--- config.mk ---
export PLATFORM = sky130hd
export DESIGN_NAME = freq_counter_gen
export DESIGN_NICKNAME = d
export VERILOG_FILES = /design/src/rtl/freq_counter_gen.sv
export SDC_FILE = /design/constraint.sdc
export NUM_CORES = 1
export LEC_CHECK = 0
export CAP_MARGIN = 20
export CELL_PAD_IN_SITES_DETAIL_PLACEMENT = 1
export CELL_PAD_IN_SITES_GLOBAL_PLACEMENT = 1
export CORE_AREA = 4 4 83 85
export CTS_CLUSTER_SIZE = 25
export DETAILED_ROUTE_END_ITERATION = 7
export DIE_AREA = 0 0 87 89
export PLACE_DENSITY = 0.86
export SYNTH_ARGS = -nofsm -noshare
export SYNTH_HDL_FRONTEND = slang
export SYNTH_SLANG_ARGS = --single-unit
--- constraint.sdc ---
create_clock -name CLK -period 3.85 [get_ports CLK]
set_input_delay 0.77 -clock CLK [delete_from_list [all_inputs] [get_ports CLK]]
set_output_delay 0.77 -clock CLK [all_outputs]
set_load 0.01 [all_outputs]
--- src/rtl/freq_counter_gen.sv ---
// Gated frequency counter: counts selected edges of an asynchronous input over a
// programmable window and publishes a saturating count with a one-cycle strobe.
module freq_counter_gen #(
    parameter int GATE_CYCLES = 100000000,
    parameter int CNT_W       = 16,
    parameter int EDGE_SEL    = 0
) (
    input  logic             CLK,
    input  logic             RSTN,
    input  logic             IN,
    input  logic             CONT,
    input  logic             START,
    output logic [CNT_W-1:0] FREQ,
    output logic             VALID,
    output logic             OVF,
    output logic             BUSY
);

    localparam int                 TIMER_W    = $clog2(GATE_CYCLES);
    localparam logic [TIMER_W-1:0] TIMER_LAST = TIMER_W'(GATE_CYCLES - 1);
    localparam logic [CNT_W-1:0]   CNT_MAX    = '1;

    typedef enum logic {IDLE, GATE} state_t;

    state_t             state, state_nxt;
    logic               sync1, sync2, last;
    logic [TIMER_W-1:0] timer;
    logic [CNT_W-1:0]   edge_cnt;
    logic               sat;
    logic               rise, fall, edge_pulse;
    logic               gate_end, cnt_full;

    assign rise     = sync2 & ~last;
    assign fall     = ~sync2 & last;
    assign gate_end = (state == GATE) && (timer == TIMER_LAST);
    assign cnt_full = (edge_cnt == CNT_MAX);
    assign BUSY     = (state == GATE);

    // NOTE: every signal written in an always_comb gets a default first, so no path leaves it unassigned and no latch is inferred.
    always_comb begin
        edge_pulse = rise;
        if (EDGE_SEL == 1)
            edge_pulse = fall;
        else if (EDGE_SEL == 2)
            edge_pulse = rise | fall;
    end

    always_comb begin
        state_nxt = state;
        case (state)
            IDLE:    if (CONT || START) state_nxt = GATE;
            GATE:    if (gate_end && !CONT) state_nxt = IDLE;
            default: state_nxt = IDLE;
        endcase
    end

    // NOTE: registers use non-blocking assignments so every flop samples pre-edge values regardless of statement order.
    always_ff @(posedge CLK) begin
        if (!RSTN)
            state <= IDLE;
        else
            state <= state_nxt;
    end

    always_ff @(posedge CLK) begin
        if (!RSTN) begin
            sync1    <= 1'b0;
            sync2    <= 1'b0;
            last     <= 1'b0;
            timer    <= '0;
            edge_cnt <= '0;
            sat      <= 1'b0;
            FREQ     <= '0;
            VALID    <= 1'b0;
            OVF      <= 1'b0;
        end else begin
            sync1 <= IN;
            sync2 <= sync1;
            last  <= sync2;
            VALID <= 1'b0;
            if (state == IDLE) begin
                // Edges seen while idle are dropped; the next window starts from zero.
                timer    <= '0;
                edge_cnt <= '0;
                sat      <= 1'b0;
            end else if (gate_end) begin
                // An edge on the final window cycle still belongs to this window.
                FREQ     <= (edge_pulse && !cnt_full) ? edge_cnt + 1'b1 : edge_cnt;
                OVF      <= sat | (edge_pulse & cnt_full);
                VALID    <= 1'b1;
                timer    <= '0;
                edge_cnt <= '0;
                sat      <= 1'b0;
            end else begin
                timer <= timer + 1'b1;
                if (edge_pulse) begin
                    if (cnt_full)
                        sat <= 1'b1;
                    else
                        edge_cnt <= edge_cnt + 1'b1;
                end
            end
        end
    end

endmodule

### Word-level counts from Yosys, hierarchy flattened

Cells that the tools add are included.
Widths: inputs -> output; s select.

| word-level totals | value |
|---|---|
| register bits after elaboration | 66 |
| bits in latches | 0 |
| memory bits (writable) | 0 |
| memory bits (read-only) | 0 |
| input port bits | 5 |
| output and inout bits | 19 |
| word-level logic and storage cells | 37 |
| memories | 0 |

| operators by class | value |
|---|---|
| add/subtract/negate cells | 2 |
| multipliers | 0 |
| divide/modulo/power cells | 0 |
| order comparisons | 0 |
| equality and inequality tests | 2 |
| shift operators | 0 |
| mux-type cells | 5 |
| bitwise logic cells | 7 |
| reduce and logical (&&, ||, !) cells | 11 |

Operator list:

| operator | number |
|---|---|
| $add 27x1->27 const B | 1 |
| $eq 27x27->1 const B | 1 |
| $add 16x1->16 const B | 1 |
| $eq 16x16->1 const B | 1 |
| $mux 16 | 1 |
| $reduce_and 2->1 | 4 |
| $not 1->1 | 4 |
| $logic_and 1x1->1 | 3 |
| $mux 1 | 3 |
| $reduce_or 3->1 | 1 |
| $and 1x1->1 | 2 |
| $logic_not 1->1 | 2 |
| $pmux 1 s2 | 1 |
| $logic_or 1x1->1 | 1 |
| $or 1x1->1 | 1 |

### Logic depth before layout (Yosys ltp)

Gate-level depths: netlist of the first run.

| logic depth | value |
|---|---|
| depth after elaboration | 5 |
| mapped depth | 7 |
| mapped depth without buffers | 6 |

### Worst setup path after synthesis of the first run

No wires, ideal clock.

| path | value |
|---|---|
| path type | register to register |
| start point | register timer[0] |
| end point | register edge_cnt[8] |
| setup time | 0.120 ns |
| arrival | 1.743 ns |
| data required time | 3.730 ns |
| slack | 1.987 ns |
| stages on the path, launching flop included | 8 |
| buffers on the path | 1 |
| clock period less this slack | 1.863 ns |
| cells stage by stage | dfxtp_1 -> ha_1 -> inv_1 -> or3_4 -> nor4_2 -> nand3b_2 -> buf_4 -> nor2_1 |

| between the ends | value |
|---|---|
| word-level cells in the longest chain between the ends | 3 |

RTL lines:

| what | line | source |
|---|---|---|
| start: declaration | 27 | `logic [TIMER_W-1:0] timer;` |
| start signal: assignment | 95 | `timer <= timer + 1'b1;` |
| $eq 27x27->1 | 35 | `assign gate_end = (state == GATE) && (timer == TIMER_LAST);` |
| $logic_and 1x1->1 | 35 |  |
| $reduce_or 3->1 (no line) | - |  |
| end signal: assignment | 100 | `edge_cnt <= edge_cnt + 1'b1;` |
| end: declaration | 28 | `logic [CNT_W-1:0] edge_cnt;` |

Every way passes these cells.
A chain may end at the register's enable or synchronous reset.

### Final worst setup path of the first run

| path | value |
|---|---|
| start point | register timer[2] |
| end point | register timer[9] |

| between the ends | value |
|---|---|
| word-level cells in the longest chain between the ends | 3 |
| elaborated cells between the ends (all ways) | 4 |
| those cells by class | add/sub (1); eq/ne (1); reduce/logical (2) |

RTL lines:

| what |
|---|
| branches (longest 3 deep; another with $add 27x1->27) |

Several ways; the timed one is not identified.

==> results of run 1 <==
-- state kept, by name, indices dropped and copies added (netlist names) --
name      count
timer        27
FREQ         16
edge_cnt     16
BUSY          1
OVF           1
VALID         1
last          1
sat           1
sync1         1
sync2         1
-- path summary, 6_finish.rpt --
path	cells after the start	from	slack (ns)	end
setup / recovery	7	timer[2]$_SDFF_PP0_	1.32	timer[9]$_SDFF_PP0_
hold / removal	1	sync1$_SDFF_PN0_	0.45	sync2$_SDFF_PN0_
setup reg to reg	7	timer[2]$_SDFF_PP0_	1.32	timer[9]$_SDFF_PP0_
hold reg to reg	1	sync1$_SDFF_PN0_	0.45	sync2$_SDFF_PN0_
-- layer usage --
metal	global-route usage, %	share of wire (%)	vias up
li1	-	-	1137
met1	24.0	47	1135
met2	32.2	48	28
met3	4.98	2.8	16
met4	9.07	2.3	0
met5	0	0	-
-- stage by stage --
| stage | hold WS (ns) | setup WS, ns |
|---|---|---|
| floorplan | 0.412 | 1.99 |
| global placement | 0.413 | 1.43 |
| detailed placement | 0.425 | 1.32 |
| CTS | 0.446 | 1.31 |
| global route | 0.457 | 1.12 |
| finish | 0.447 | 1.32 |
-- cells in the final DEF, fill, tap and decap left out, types with 4 or more instances in the layout --
cell type,instances
xnor2_1,23
nor2_1,56
clkbuf_8,10
clkdlybuf4s50_1,23
nor3_1,9
xor2_1,11
and3_1,5
o21ai_0,5
nand4_1,9
buf_4,4
inv_1,4
nor4_1,5
dfxtp_1,66
and4_1,4
nand3_1,19
nand2_1,20
o21ai_1,10
a21oi_1,16
-- final cells by class --
class                      instances  area, um^2  share of cell area, %
clock buffer                      12         145                   4.43
clock inverter                     3        40.0                   1.22
inverter                           4        15.0                  0.459
multi-input combinational        232        1400                   42.6
sequential                        66        1320                   40.4
tap                               77        96.3                   2.94
timing repair buffer              27         260                   7.95
-- logic make-up after synthesis --
group | share of synthesized area, %
DFF | 47.1
and+or+nand+nor | 29.3
muxes | 1.07
AOI/OAI and AO/OA | 7.90
adders and majority gates | 0.892
xor gates and xnor gates | 10.6
buffers and inverters | 3.17
-- power breakdown --
group	total, uW	internal (uW)	switching (uW)	leakage (uW)
clock network	562	311	251	0.0000962
registers	689	686	3.20	0.000532
logic	25.5	9.91	15.6	0.000434
==> flow_summary_export.csv, run 1 <==
group,metric,value,unit
outcome,outcome,"finished, final reports clean",
timing,worst_pin_slew,0.868,ns
drt,drc,0,
floorplan,die_x,87,um
clocking,postCtsSetupBuffers,0,
global_routing,antenna_found_initial,0,
timing,relSlewSlack,41.7,%
critical_path,required,4.07,ns
floorplan,die_h,89,um
clocking,htree_levels,3,
logic_synthesis,syn_nets,320,
logic_synthesis,synth.avg_cell_area,8.96,um^2
clocking,cts_tree,"built",
floorplan,dieArea,7740,um^2
critical_path,max_stage_delay,0.46,ns
logic_synthesis,synth_cell_types,44,
timing,finClkSkew,0.00977,ns
drt,viasPerCell,5.50,
clocking,clk_path_buf_depth,2,
global_routing,globalRoute.totalOverflow,0,
drt,drt_iter0_drc,85,
power_and_ir_drop,p_leak,0.00106,uW
clocking,cts_root_buffer,"clkbuf_8",
critical_path,worstPathArrival,2.75,ns
floorplan,fp-row-count,29,
logic_synthesis,yosysMostFrequentCell,"dfxtp_1",
logic_synthesis,synth_area,2810,um^2
logic_synthesis,yosys.area.top_type,"dfxtp_1",
logic_synthesis,syn-instance-count,313,
layout,syn_to_final_growth,16.7,%
clocking,ctsHoldBuffers,0,
critical_path,critPathSlowestCell,"or3_4",
layout,fillers,738,
clocking,clk_pin_slew_worst_paths,0.07,ns
layout,drive_gt1_share,8.14,%
logic_synthesis,synth_top_area_share,47.1,%
drt,routed_wl,6620,um
drt,ant_nets,0,
timing,hold_violations,0,
critical_path,worst-path-max-fanout,32,
clocking,ctsResizeCount,0,
global_routing,grt_max_degree,33,
timing,finalCriticalPeriod,2.53,ns
drt,wl_per_cell,15.7,um
logic_synthesis,synth_flop_cell,"dfxtp_1",
timing,grt_setup_unrepaired,"no",
logic_synthesis,synthTopCellsByCount,"dfxtp_1 (66), nor2_1 (56), xnor2_1 (23)",
layout,antenna_cells,0,
global_routing,grt_pass1_wl,11800,um
power_and_ir_drop,ir_worst_vdd,216,uV
critical_path,cp-start-kind,"register",
timing,slew_viol_final,0,
timing,fin_crit_sh,65.7,%
critical_path,crit_family,"simple AND/OR/NAND/NOR gates",
layout,fin_nets,347,
global_routing,grtUsageTotal,19.5,%
floorplan,io_pins,24,
timing,max_freq,395,MHz
drt,drt_pass1_iterations,4,
placement,portBuffers,23,
placement,placed_area,3090,um^2
drt,num_vias,2316,
timing,setup_viol,0,
placement,dp.cells,406,
global_routing,grt_pass1_vias,2422,
clocking,cts.sinks,66,
power_and_ir_drop,finalPower,1280,uW
critical_path,path_cells,"nand4_2, or3_4, nor4_2, buf_4, nand3b_2, buf_4, nor2_1",
floorplan,start_util,45.2,%
clocking,clock_latency,0.35,ns
placement,dp_hpwl,4410,um
layout,final_area,3270,um^2
power_and_ir_drop,powerDensity,390,nW/um^2
logic_synthesis,seq_area_frac_synth,47.1,%
timing,finalSetupTns,0,ns
logic_synthesis,ys_seq_elements,66,
logic_synthesis,ys_warn_count,0,
layout,stdcell_count,421,
clocking,cts_buffers,9,
flow_run,cap_viol_max_count,0,
hold_path,hold_class,"reg -> reg",
placement,place.gp.congestion,0.785,
critical_path,crit_path_frequent_cell,"buf_4",
critical_path,crit_type,"reg -> reg",
logic_synthesis,synthTopCellsByArea,"dfxtp_1 (47%), nor2_1 (7.5%), xnor2_1 (7.2%)",
critical_path,path_buf_inv,2,
logic_synthesis,async_flop_share,0,%
layout,final_core_util,52.8,%
logic_synthesis,synth_edf_count,0,
floorplan,core,6200,um^2
critical_path,critPathCaptureType,"register",
Note: power is estimated with default switching activity, not from simulation.
==> run 2, diff against run 1 <==
Settings changed: CORE_AREA 4 4 83 85 to 4 4 90 92, DIE_AREA 0 0 87 89 to 0 0 94 96, PLACE_DENSITY 0.86 to 0.78.
Clock period 3.85 ns to 2.2 ns, I/O delays scaled along.
==> flow_summary_export.csv, run 2 (same netlist as run 1, synthesis figures left out) <==
group,metric,value,unit
outcome,outcome,"finished, final reports clean",
timing,slew_viol_final,0,
drt,drt_iter0_drc,118,
global_routing,use_met1,20.3,%
power_and_ir_drop,seqPwrFrac,50.8,%
drt,drt_pass1_iterations,4,
clocking,clk_pin_slew_worst_paths,0.08,ns
placement,dp.cells,431,
layout,fin_nets,350,
global_routing,busiest_layer,"met2",
timing,setup_viol,0,
critical_path,worst-path-max-fanout,25,
floorplan,io_pins,24,
layout,largest_reg_flops,27,
timing,worst_hold_slack,0.448,ns
power_and_ir_drop,comb_power_share,2.3,%
clocking,ctsHoldBuffers,0,
floorplan,fp-row-count,31,
global_routing,globalRoute.totalOverflow,0,
layout,top_regs,"timer (27), FREQ (16), edge_cnt (16)",
power_and_ir_drop,sw_frac_of_total,21.6,%
critical_path,rrSetupSlack,0.17,ns
power_and_ir_drop,p_leak,0.00110,uW
critical_path,worstPathArrival,2.25,ns
drt,viasPerCell,5.15,
floorplan,start_util,38.9,%
drt,drc,0,
global_routing,grt_max_degree,26,
drt,num_vias,2301,
clocking,cts_tree,"built",
timing,finClkSkew,0.00835,ns
clocking,cts_root_buffer,"clkbuf_8",
hold_path,hp-start,"sync1$_SDFF_PN0_",
critical_path,r2r-start,"timer[0]$_SDFF_PP0_",
critical_path,r2r-end,"edge_cnt[12]$_SDFFE_PP0P_",
layout,syn_to_final_growth,21.0,%
power_and_ir_drop,ir_worst_vdd,288,uV
power_and_ir_drop,powerDensity,699,nW/um^2
global_routing,grt_use_met3,3.75,%
global_routing,grt_pass1_wl,11400,um
clocking,ctsResizeCount,0,
critical_path,cp-start-kind,"register",
layout,antenna_cells,0,
flow_run,cap_viol_max_count,0,
timing,hold_violations,0,
layout,stdcell_count,447,
power_and_ir_drop,internal_power,1860,uW
critical_path,startpoint,"timer[0]$_SDFF_PP0_",
clocking,htree_levels,3,
floorplan,dieArea,9020,um^2
clocking,clock_latency,0.34,ns
floorplan,die_h,96,um
clocking,cts.sinks,66,
critical_path,critPathCaptureType,"register",
placement,portBuffers,23,
floorplan,die_x,94,um
power_and_ir_drop,p_sw,512,uW
hold_path,min_to,"sync2$_SDFF_PN0_",
power_and_ir_drop,clkPwrFrac,46.9,%
timing,grt_setup_unrepaired,"no",
layout,final_cell_mix,"dfxtp_1 (66), nor2_1 (56), xnor2_1 (23), clkdlybuf4s50_1 (23), nand2_1 (20)",
placement,pre_cts_ws,0.174,ns
layout,fillers,867,
hold_path,hold_depth,1,
timing,finalSetupTns,0,ns
timing,max_freq,493,MHz
clocking,cts_buffers,9,
global_routing,grt_pass1_vias,2379,
layout,drive_gt1_share,9.77,%
clocking,postCtsSetupBuffers,0,
timing,worst_pin_slew,0.459,ns
layout,final_common_cell,"dfxtp_1",
global_routing,antenna_found_initial,0,
global_routing,use_met2,26.4,%
layout,regMostFlops,"timer",
critical_path,r2r_cells,7,
critical_path,crit_type,"reg -> reg",
timing,finalCriticalPeriod,2.03,ns
floorplan,core,7210,um^2
clocking,clk_path_buf_depth,2,
layout,final_core_util,47.0,%
drt,routed_wl,6590,um
drt,wl_per_cell,14.8,um
placement,dp_hpwl,4610,um
timing,fin_crit_sh,92.2,%
global_routing,grtUsageTotal,16.0,%
placement,place.gp.congestion,0.837,
hold_path,hold_class,"reg -> reg",
drt,ant_nets,0,
timing,setup_ws,0.171,ns
critical_path,required,2.42,ns
timing,relSlewSlack,69.3,%
==> run 2: cell count changes in the layout (fill, tap and decap cells not counted) <==
cell,delta
bufinv_16,+1
buf_12,+3
clkbuf_8,-1
clkinv_4,+1
clkinvlp_4,+2
clkbuf_1,-2
==> run 2: how the worst max path moves through the flow <==
| stage | end | cells after the start |
|---|---|---|
| 6_report | edge_cnt[12]$_SDFFE_PP0P_ | 7 |
| 3_3_place_gp | edge_cnt[8]$_SDFFE_PP0P_ | 7 |
| 3_5_place_dp | edge_cnt[8]$_SDFFE_PP0P_ | 7 |
| 2_1_floorplan | edge_cnt[8]$_SDFFE_PP0P_ | 7 |
| 4_1_cts | edge_cnt[12]$_SDFFE_PP0P_ | 7 |
| 5_1_grt | timer[22]$_SDFF_PP0_ | 6 |
==> run 2: layout make-up <==
class                      instances  area (um^2)  share of cell area (%)
timing repair buffer              30          320                    9.44
multi-input combinational        232         1400                    41.1
tap                               99          124                    3.65
clock inverter                     7         93.8                    2.77
clock buffer                       9          124                    3.65
sequential                        66         1320                    38.9
inverter                           4         15.0                   0.442
==> run 2: power by group through the flow <==
| stage | combinational (uW) | sequential [uW] | clock (uW) |
|---|---|---|---|
| after detailed placement | 54.3 | 1230 | 0 |
| after global routing | 59.1 | 1210 | 1200 |
| after CTS | 54.6 | 1200 | 1140 |
| after floorplan | 28.3 | 1230 | 0 |
| final | 53.4 | 1200 | 1110 |
| after global placement | 53.5 | 1230 | 0 |
==> run 2: critical path, stage by stage (launching register included) <==
cell and delay, ns:
dfxtp_1 0.37, ha_1 0.22, inv_1 0.08, or3_4 0.43, nor4_2 0.30, nand3b_2 0.23
buf_12 0.19, nor2_1 0.07
==> run 2: metal layers <==
layer	part of all wire, %	up-vias
met2	47	36
met5	0	-
met4	1.4	0
met3	2.3	9
li1	-	1153
met1	50	1103
==> run 2: stage by stage <==
| step | total power [uW] | instance area [um^2] |
|---|---|---|
| after floorplan | 1260 | 2810 |
| after global placement | 1290 | 3180 |
| after detailed placement | 1290 | 3180 |
| after CTS | 2400 | 3390 |
| after global routing | 2460 | 3390 |
| final | 2370 | 3390 |
